File: src/rtl/shift_collector.sv
// Serial-to-parallel receiver: assembles W-bit words (MSB- or LSB-first) into a one-entry valid/ready output buffer.
// Optional even-parity check on a trailing bit is compiled in with `define PARITY_CHECK_EN.
module shift_collector #(
  parameter int W = 8
) (
  input  logic         clk,
  input  logic         rst,
  input  logic         sin,
  input  logic         sin_valid,
  input  logic         dir,
  input  logic         clr,
  output logic [W-1:0] o,
  output logic         o_valid,
  input  logic         o_ready,
  output logic         ovr,
  output logic         par_err
);

  localparam int CW = $clog2(W + 1);

`ifdef PARITY_CHECK_EN
  typedef enum logic [1:0] {IDLE, SHIFT, PAR} state_t;
`else
  typedef enum logic [1:0] {IDLE, SHIFT} state_t;
`endif

  state_t         state_q;
  logic [W-1:0]   sr_q;
  logic [W-1:0]   sr_d;
  logic [CW-1:0]  cnt_q;
  logic           dir_q;
  logic           dir_eff;
  logic           last_bit;
  logic           deliver;
  logic [W-1:0]   word_d;
  logic           perr_d;
  logic [W-1:0]   o_q;
  logic           o_valid_q;
  logic           ovr_q;
  logic           par_err_q;

  // The first bit of a word uses the live dir input; later bits use the latched order.
  always_comb begin
    dir_eff  = (state_q == IDLE) ? dir : dir_q;
    sr_d     = dir_eff ? {sin, sr_q[W-1:1]} : {sr_q[W-2:0], sin};
    last_bit = (cnt_q == CW'(W - 1));
    deliver  = 1'b0;
    word_d   = sr_d;
    perr_d   = 1'b0;
    if (!clr && sin_valid) begin
      case (state_q)
`ifdef PARITY_CHECK_EN
        PAR: begin
          deliver = 1'b1;
          word_d  = sr_q;
          perr_d  = ^{sr_q, sin};
        end
`else
        SHIFT: deliver = last_bit;
`endif
        default: deliver = 1'b0;
      endcase
    end
  end

  always_ff @(posedge clk or posedge rst) begin
    if (rst) begin
      state_q   <= IDLE;
      sr_q      <= '0;
      cnt_q     <= '0;
      dir_q     <= 1'b0;
      o_q       <= '0;
      o_valid_q <= 1'b0;
      ovr_q     <= 1'b0;
      par_err_q <= 1'b0;
    end else begin
      if (clr) begin
        state_q <= IDLE;
        cnt_q   <= '0;
        ovr_q   <= 1'b0;
      end else if (sin_valid) begin
        case (state_q)
          IDLE: begin
            dir_q   <= dir;
            sr_q    <= sr_d;
            cnt_q   <= CW'(1);
            state_q <= SHIFT;
          end
          SHIFT: begin
            sr_q <= sr_d;
            if (last_bit) begin
`ifdef PARITY_CHECK_EN
              cnt_q   <= CW'(W);
              state_q <= PAR;
`else
              cnt_q   <= '0;
              state_q <= IDLE;
`endif
            end else begin
              cnt_q <= cnt_q + CW'(1);
            end
          end
          default: begin
            cnt_q   <= '0;
            state_q <= IDLE;
          end
        endcase
      end

      // A completed word that finds the buffer full and not being drained is dropped.
      if (deliver) begin
        if (!o_valid_q || o_ready) begin
          o_q       <= word_d;
          o_valid_q <= 1'b1;
          par_err_q <= perr_d;
        end else begin
          ovr_q <= 1'b1;
        end
      end else if (o_valid_q && o_ready) begin
        o_valid_q <= 1'b0;
      end
    end
  end

  assign o       = o_q;
  assign o_valid = o_valid_q;
  assign ovr     = ovr_q;
  assign par_err = par_err_q;

endmodule

File: config.mk
export PLATFORM = sky130hd
export DESIGN_NAME = shift_collector
export DESIGN_NICKNAME = d
export VERILOG_FILES = /design/src/rtl/shift_collector.sv
export SDC_FILE = /design/constraint.sdc
export NUM_CORES = 1
export LEC_CHECK = 0
export ABC_CLOCK_PERIOD_IN_PS = 1500
export BUFFER_PORTS_ARGS = -buffer_cell sky130_fd_sc_hd__buf_2
export CAP_MARGIN = 10
export CORE_MARGIN = 2
export CORE_UTILIZATION = 49
export DETAILED_ROUTE_END_ITERATION = 10
export PLACE_DENSITY_LB_ADDON = 0.08
export SKIP_LAST_GASP = 1
export SLEW_MARGIN = 20
export SYNTH_ARGS = -nofsm -noshare
export SYNTH_HDL_FRONTEND = slang
export SYNTH_SLANG_ARGS = --single-unit
File: constraint.sdc
create_clock -name clk -period 1.5 [get_ports clk]
set_clock_uncertainty 0.15 [all_clocks]
set_input_delay 0.075 -clock clk [delete_from_list [all_inputs] [get_ports clk]]
set_output_delay 0.075 -clock clk [all_outputs]
set_load 0.02 [all_outputs]
==> metrics.md <==
| Metric | Value |
|---|---|
| Final setup viols | 10 |
| Drt via density | 4.90 |
| Violated checks | negative setup slack |
| Worst skew pair latency | 0.30 ns |
| Gr usage total | 18.1% |
| Pin count of the biggest net entering global routing | 25 |
| Fin crit period | 1.60 ns |
| Fillers | 167 |
| Hold Worst Slack | 0.187 ns |
| Status | complete, but fails checks |
| Syn Inst Count | 103 |
| Compound-Gate Fraction of Synth Area | 7.60% |
| Most used DFF post-synth | dfrtp_1 |
| Post-Synth Simple-Gate Area | 12.7% |
| Nets | 147 |
| Worst-path maximum fanout | 8 |
| Chip Width | 51.8 µm |
| Adder-cell share of the synthesized area | 1.12% |
| # IOs | 18 |
| Setup repair after global routing missed its margin | yes |
| PortBufs | 16 |
| Maximum vdd drop | 782 µV |
| WP data required | 1.58 ns |
| Synth Cell Area | 1120 µm² |
| Die Area | 2680 µm² |
| Routed Antenna Nets | 0 |
| Multiplexer area fraction after synthesis | 17.3% |
| Post-synth EDFFs | 0 |
| GRT overflow | 0 |
| Initial DRT Pass Iterations | 4 |
| Num rows | 17 |
| Initial core utilization | 51.1% |
| Final setup margin | -0.0980 ns |
| Initial antenna violation count | 0 |
| Leak | 0.670 nW |
| Most frequent cells after synthesis | dfrtp_1 (24), mux2i_1 (16), inv_1 (12) |
| Post-Synth XOR/XNOR Area | 0% |
| Total Wirelength | 2.04 mm |
| Vias in the first global route | 786 |
| WP data arrival | 1.68 ns |
| Layout cell share with drive strength beyond 1 | 39.4% |
| Placer Congestion | 0.748 |
| Register area share after synthesis | 53.6% |
| DRC Markers | 0 |
| Synth async-reset ratio | 100% |
| CTS H-tree depth | 1 |
| Count leader, synth | dfrtp_1 |
| Hold Vio Cnt, Final | 0 |
| First-pass GRT wire length | 3.51 mm |
| Core Footprint | 2190 µm² |
| Clk root buf | clkbuf_4 |
| Num CTS Buffers | 3 |
| Iter 0 DRT Violations | 6 |
| Crit path capture type | register |
| Setup crit start kind | register |
| CTS Sinks | 24 |
| Area leader, netlist | dfrtp_1 |
| Synth top area cells | dfrtp_1 (54%), mux2i_1 (14%), inv_1 (4.0%) |
| Worst slack, placed | -0.141 ns |
| Ys Warns | 0 |
| Max frequency | 0.626 GHz |
| CTS tree | built |
| Period utilisation layout | 107% |
| Main combinational cell family by area after synthesis | multiplexers |
| Area Growth Syn to Fin | 35.6% |
| DR WL/cell | 12.4 µm |
| Hold Path Class | in2async |
| Sum Neg Setup Slack | -0.757 ns |
| Die span in y | 51.8 µm |
| Max-slew violation count | 0 |
| Register area | 602 µm² |
| Yosys cell types | 28 |
| Multi-input logic area | 553 µm² |
| Clk pin slew, worst setup/hold paths | 0.12 ns |
| Pwr Density | 915 nW/µm² |
| Max Cap Viol | 0 |
| Mapped Avg Cell Area | 10.9 µm² |
| Hpwl dp | 1.36 mm |
| Register bit total from synthesis | 24 |
| Max Root-Sink Buffers | 2 |
| Via count | 808 |
| Setup CP Type | reg2reg |
| N_diodes | 0 |
| Top cell type's share of synthesized area | 53.6% |
| Post-Syn Nets | 111 |
[registers in the layout, summed over array words and instances, names as in the netlist]
| signal | flops |
|---|---|
| o_valid | 1 |
| state_q | 1 |
| dir_q | 1 |
| o | 8 |
| cnt_q | 4 |
| sr_q | 8 |
| ovr | 1 |
[per-layer routing]
| layer | global-route usage, % | wire length, µm |
|---|---|---|
| met4 | 7.89 | 17 |
| met3 | 2.59 | 68 |
| met2 | 28.8 | 974 |
| met5 | 0 | 0 |
| met1 | 24.5 | 983 |
[placed cells by master (no fill, tap or decap), drive strengths merged]
cell / netlist / final
o21ai: 9 / 9
a211oi: 1 / 1
buf: 5 / 30
ha: 1 / 1
nand3b: 1 / 1
or3: 1 / 1
nor2b: 2 / 2
mux2: 1 / 1
or4b: 1 / 1
nor4b: 1 / 1
clkbuf: 0 / 3
nor3: 1 / 1
nor2: 3 / 3
nand2: 11 / 11
dfrtp: 24 / 24
a31oi: 1 / 1
nand3: 2 / 2
nand2b: 2 / 2
conb: 1 / 1
nand4b: 1 / 1
o22ai: 1 / 1
dlygate4sd3: 0 / 6
a21oi: 4 / 4
inv: 12 / 12
mux2i: 17 / 17
[critical path, stage by stage (launching register included)]
cell      delay [ns]
dfrtp_1         0.39
ha_2            0.19
nand3b_1        0.12
nor4b_2         0.23
buf_4           0.24
mux2i_1         0.21
[final timing paths]
path,from,to,slack [ns],cells after the start
max,cnt_q[1],o[4],-0.1,5
min,rst,o[4],0.19,4
max reg2reg,cnt_q[1],o[4],-0.1,5
min reg2reg,o[2],o[2],0.37,2
max in group asynchronous,rst,state_q[0],0.77,4
min in group clk,o[2],o[2],0.37,2
[cell type report]
| cell class | instances | area share (%) |
|---|---|---|
| clock buffers | 3 | 1.48 |
| inverters | 12 | 2.97 |
| multi-input cells | 62 | 36.4 |
| flip-flops and latches | 24 | 39.6 |
| well taps | 28 | 2.31 |
| repair buffers | 36 | 17.2 |
[power breakdown]
| group | total, mW | internal (mW) | switching (mW) | leakage [nW] |
|---|---|---|---|---|
| Combinational | 0.314 | 0.180 | 0.134 | 0.375 |
| Sequential | 0.807 | 0.711 | 0.0955 | 0.282 |
| Clock | 0.270 | 0.0936 | 0.176 | 0.0138 |
[through the flow]
step / std cells / util, % / instance area, µm² / power, mW
after floorplan: 103 / - / 1120 / 0.919
final: 165 / 69.3 / 1520 / 1.39
after global placement: 153 / 59.2 / 1300 / 0.987
after CTS: 165 / 64.0 / 1400 / 1.28
after global routing: 165 / 69.3 / 1520 / 1.47
after detailed placement: 153 / 59.2 / 1300 / 0.997
[logic make-up (layout without fill, tap and decap cells)]
group                      count (synthesis)  after routing
and+or+nand+nor                           26             26
DFF                                       24             24
muxes                                     18             18
buffers and inverters                     17             51
AOI/OAI and AO/OA                         16             16
adders and majority gates                  1              1
other                                      1              1
[timing repair]
item	CTS	global route
pin swaps	2	2
setup endpoints to repair	18	20
gates resized for setup	1	22
endpoints found under the hold margin	36	0
hold buffers	6	0
buffers inserted	3	0
Note: power is estimated with default switching activity, not from simulation.
